[config.mk]
export PLATFORM = sky130hd
export DESIGN_NAME = button_repeat
export DESIGN_NICKNAME = d
export VERILOG_FILES = /design/src/rtl/button_repeat.sv
export SDC_FILE = /design/constraint.sdc
export NUM_CORES = 1
export LEC_CHECK = 0
export ABC_AREA = 1
export BUFFER_PORTS_ARGS = -buffer_cell sky130_fd_sc_hd__buf_2
export CORE_MARGIN = 3
export CORE_UTILIZATION = 58
export DETAILED_ROUTE_END_ITERATION = 10
export GPL_TIMING_DRIVEN = 0
export PLACE_DENSITY_LB_ADDON = 0.05
export SYNTH_ARGS = -nofsm -noshare
export SYNTH_HDL_FRONTEND = slang
export SYNTH_SLANG_ARGS = --single-unit
export TNS_END_PERCENT = 20
[constraint.sdc]
create_clock -name clock -period 2.4 [get_ports clock]
set_input_delay 0.48 -clock clock [delete_from_list [all_inputs] [get_ports clock]]
set_output_delay 0.48 -clock clock [all_outputs]
set_load 0.01 [all_outputs]
[src/rtl/button_repeat.sv]
// Classifies each debounced press into press / long-press / auto-repeat / release events.
// Hold and repeat timing advance only on the external tick enable.
module button_repeat #(
   parameter int HOLD_TICKS   = 500,
   parameter int REPEAT_TICKS = 100,
   parameter int CNT_BITS     = 16
) (
   input  logic                clock,
   input  logic                reset,
   input  logic                tick,
   input  logic                btn_level,
   input  logic                btn_rise,
   input  logic                btn_fall,
   output logic                press,
   output logic                long_press,
   output logic                repeat_pulse,
   output logic                release_pulse,
   output logic                holding,
   output logic [CNT_BITS-1:0] held_ticks
);

   typedef enum logic [1:0] {
      S_IDLE   = 2'd0,
      S_HOLD   = 2'd1,
      S_REPEAT = 2'd2
   } state_t;

   localparam logic [CNT_BITS-1:0] HOLD_LAST = CNT_BITS'(HOLD_TICKS - 1);
   localparam logic [CNT_BITS-1:0] REP_LAST  = CNT_BITS'(REPEAT_TICKS - 1);
   localparam logic [CNT_BITS-1:0] CNT_ONE   = CNT_BITS'(1);
   localparam logic [CNT_BITS-1:0] CNT_MAX   = '1;

   function automatic logic [CNT_BITS-1:0] sat_inc(input logic [CNT_BITS-1:0] v);
      return (v == CNT_MAX) ? v : v + CNT_ONE;
   endfunction

   state_t              state_q, state_d;
   logic [CNT_BITS-1:0] cnt_q, cnt_d;
   logic [CNT_BITS-1:0] held_q, held_d;
   logic                press_q, press_d;
   logic                long_q, long_d;
   logic                rep_q, rep_d;
   logic                rel_q, rel_d;
   logic                holding_q, holding_d;
   logic                rel_cond;

   // Next-state: a release always wins over a tick that would expire a timer.
   always_comb begin
      state_d   = state_q;
      cnt_d     = cnt_q;
      held_d    = held_q;
      press_d   = 1'b0;
      long_d    = 1'b0;
      rep_d     = 1'b0;
      rel_d     = 1'b0;
      rel_cond  = btn_fall | ~btn_level;
      unique case (state_q)
         S_IDLE: begin
            if (btn_rise) begin
               press_d = 1'b1;
               state_d = S_HOLD;
               cnt_d   = '0;
               held_d  = '0;
            end
         end
         S_HOLD: begin
            if (rel_cond) begin
               rel_d   = 1'b1;
               state_d = S_IDLE;
               cnt_d   = '0;
            end else if (tick) begin
               held_d = sat_inc(held_q);
               if (cnt_q == HOLD_LAST) begin
                  long_d  = 1'b1;
                  rep_d   = 1'b1;
                  state_d = S_REPEAT;
                  cnt_d   = '0;
               end else begin
                  cnt_d = cnt_q + CNT_ONE;
               end
            end
         end
         S_REPEAT: begin
            if (rel_cond) begin
               rel_d   = 1'b1;
               state_d = S_IDLE;
               cnt_d   = '0;
            end else if (tick) begin
               held_d = sat_inc(held_q);
               if (cnt_q == REP_LAST) begin
                  rep_d = 1'b1;
                  cnt_d = '0;
               end else begin
                  cnt_d = cnt_q + CNT_ONE;
               end
            end
         end
         default: begin
            state_d = S_IDLE;
            cnt_d   = '0;
         end
      endcase
      holding_d = (state_d != S_IDLE);
   end

   // Registered outputs; reset drops any in-flight press without a release pulse.
   always_ff @(posedge clock) begin
      if (reset) begin
         state_q   <= S_IDLE;
         cnt_q     <= '0;
         held_q    <= '0;
         press_q   <= 1'b0;
         long_q    <= 1'b0;
         rep_q     <= 1'b0;
         rel_q     <= 1'b0;
         holding_q <= 1'b0;
      end else begin
         state_q   <= state_d;
         cnt_q     <= cnt_d;
         held_q    <= held_d;
         press_q   <= press_d;
         long_q    <= long_d;
         rep_q     <= rep_d;
         rel_q     <= rel_d;
         holding_q <= holding_d;
      end
   end

   assign press         = press_q;
   assign long_press    = long_q;
   assign repeat_pulse  = rep_q;
   assign release_pulse = rel_q;
   assign holding       = holding_q;
   assign held_ticks    = held_q;

endmodule
==> results.sh <==
export IMPL_status="finished, final reports clean"
export IMPL_synth_cells=378
export IMPL_synth_edff_count=0
export IMPL_first_global_vias=2098
export IMPL_final_core_utilization_pct=70.8
export IMPL_viasPerCell=5.18
export IMPL_ff2ff_setup_slack_ps=310
export IMPL_final_setup_skew_ps=6.12
export IMPL_rsz0062_at_grt="false"
export IMPL_postRouteWirelength_um=5410
export IMPL_async_flop_share_pct=0
export IMPL_p_per_area_nw_per_um2=512
export IMPL_clk_insertion_delay_late_ps=300
export IMPL_num_rows=22
export IMPL_pre_cts_ws_ps=301
export IMPL_cts_path_max_buffers=2
export IMPL_diodes=0
export IMPL_cts_sinks=39
export IMPL_post_cts_setup_buffer_count=0
export IMPL_synth_area_leaders="dfxtp_1 33%, nand2_1 15%, nor2_1 11%"
export IMPL_crit_chain="inv_1, ha_1, inv_1, buf_2, nand2_1, o21ai_0, nand3_1, nor2_2, nand2_1, a21oi_2"
export IMPL_overflow=0
export IMPL_root_buffer="clkbuf_8"
export IMPL_setup_slack_ps=306
export IMPL_maxSlewViolCount=0
export IMPL_grt_max_degree=13
export IMPL_clock_fmax_ghz=0.477
export IMPL_tns_ps=0
export IMPL_crit_required_ps=2630
export IMPL_synth_avg_cell_area_um2=6.35
export IMPL_cts_buffers=5
export IMPL_start_util_pct=62.8
export IMPL_start_kind="register"
export IMPL_ys_warn_count=0
export IMPL_crit_path_max_incr_delay_ps=370
export IMPL_ys_flop_type="dfxtp_1"
export IMPL_layout_nets=423
export IMPL_slew_headroom_pct=60.5
export IMPL_max_vdd_ir_drop_uv=311
export IMPL_cts_tree="yes"
export IMPL_critPathTopFamily="simple AND/OR/NAND/NOR gates"
export IMPL_wl_per_cell_um=11.8
export IMPL_hold_violations=0
export IMPL_fp_dieH_um=70.3
export IMPL_cp_arrival_ps=2330
export IMPL_fillers=354
export IMPL_crit_path_end_kind="register"
export IMPL_grt_pass1_wl_um=9490
export IMPL_slowest_stage="dfxtp_1"
export IMPL_cts_clk_slew_worst_paths_ps=80
export IMPL_crit_path_max_fanout=10
export IMPL_post_route_min_period_ps=2090
export IMPL_dieArea_um2=4950
export IMPL_ctsResizeCount=0
export IMPL_core_area_um2=3830
export IMPL_vias=2381
export IMPL_synth_cell_type_count=31
export IMPL_cp_num_buf_inv=3
export IMPL_antenna_found_initial=0
export IMPL_htree_levels=2
export IMPL_hold_path_class="in -> reg"
export IMPL_worst_pin_slew_ps=592
export IMPL_cap_viol_max_count=0
export IMPL_finalCritPeriodShare_pct=87.3
export IMPL_hpwlAfterDp_um=4050
export IMPL_yosysSeqAreaShare_pct=32.5
export IMPL_route_detailed_drc=0
export IMPL_area_growth_pct=12.8
export IMPL_p_leak_uw=0.00113
export IMPL_place_congestion=0.908
export IMPL_port_buffers=26
export IMPL_ys_ff_latch=39
export IMPL_synth_net_count=390
export IMPL_drt_iter0_drc=138
export IMPL_drt_pass1_iterations=4
export IMPL_ant_nets=0
export IMPL_final_common_cell="nand2_1"
export IMPL_ios=27
export IMPL_drive_gt1_share_pct=15.8
export IMPL_cts_hold_buffers=0
export IMPL_worstSetupPathType="reg -> reg"
export IMPL_synth_top_area_share_pct=32.5
export IMPL_setup_viol=0
export IMPL_track_usage_pct=23.4
export IMPL_syn_area_um2=2400
export IMPL_die_w_um=70.3
export IMPL_final_cell_mix="98 x nand2_1, 68 x nor2_1, 42 x inv_1"
export IMPL_synth_largest_area_cell="dfxtp_1"
==> cell families after synthesis <==
logic type | count (synthesis) | synth area share, %
and+or+nand+nor | 238 | 43.1
AOI/OAI and AO/OA | 29 | 7.82
buffers and inverters | 55 | 9.43
xor gates and xnor gates | 11 | 4.01
DFF | 39 | 32.5
adders and majority gates | 6 | 3.13
==> routing by layer <==
| layer | GRT usage [%] | wire (um) | vias to the layer above |
|---|---|---|---|
| met2 | 35.7 | 2310 | 45 |
| met5 | 0 | 0 | - |
| met4 | 4.89 | 51 | 0 |
| met3 | 5.90 | 261 | 6 |
| li1 | - | - | 1261 |
| met1 | 33.1 | 2790 | 1069 |
==> power by group <==
group	switching (uW)	internal (uW)	total [uW]
clock	242	337	579
sequential	6.13	655	661
combinational	103	43.4	147
total	352	1030	1390
==> tightest hold or removal path, stage by stage <==
cell and delay [ps]:
buf_2 110, nand2_1 60, nor2_1 30
==> synth_stat cells (2+ instances only) <==
master / n
inv_1: 42
xor2_1: 8
o21ai_0: 5
nand2_2: 6
a21oi_2: 7
ha_1: 6
inv_2: 5
nand3_1: 38
nor2_2: 4
nand2_4: 2
nand2_1: 98
nand4_1: 10
a21oi_1: 10
clkbuf_1: 2
nor2_1: 68
dfxtp_1: 39
o21bai_1: 4
xnor2_1: 3
buf_6: 2
nor3_1: 8
==> state kept, by name, indices dropped and copies added (netlist names) <==
| register | cells |
|---|---|
| press | 1 |
| repeat_pulse | 1 |
| long_press | 1 |
| cnt_q | 16 |
| release_pulse | 1 |
| holding | 1 |
| state_q | 2 |
| held_ticks | 16 |
==> through the flow <==
stage	cells	cell area [um2]	hold WS [ps]	power (uW)
2_1_floorplan	378	2400	475	780
3_3_place_gp	452	2590	494	821
3_5_place_dp	452	2590	500	822
4_1_cts	460	2710	429	1400
5_1_grt	460	2710	443	1440
6_report	460	2710	427	1390
==> worst paths after layout <==
path / cells after the start / start / endpoint
hold reg to reg: 2 / held_ticks[1] / held_ticks[1]
setup reg to reg: 10 / state_q[0] / held_ticks[13]
hold / removal: 3 / btn_rise / press
setup / recovery: 10 / state_q[0] / held_ticks[13]
==> final cells by class <==
type | instances | area, um2 | area share [%]
inverter | 48 | 180 | 6.65
timing repair buffer | 26 | 130 | 4.80
sequential | 39 | 781 | 28.8
multi-input combinational | 284 | 1390 | 51.5
clock inverter | 2 | 35.0 | 1.29
buffer | 7 | 46.3 | 1.71
tap | 48 | 60.1 | 2.22
clock buffer | 6 | 82.6 | 3.05
Note: power is estimated with default switching activity, not from simulation.
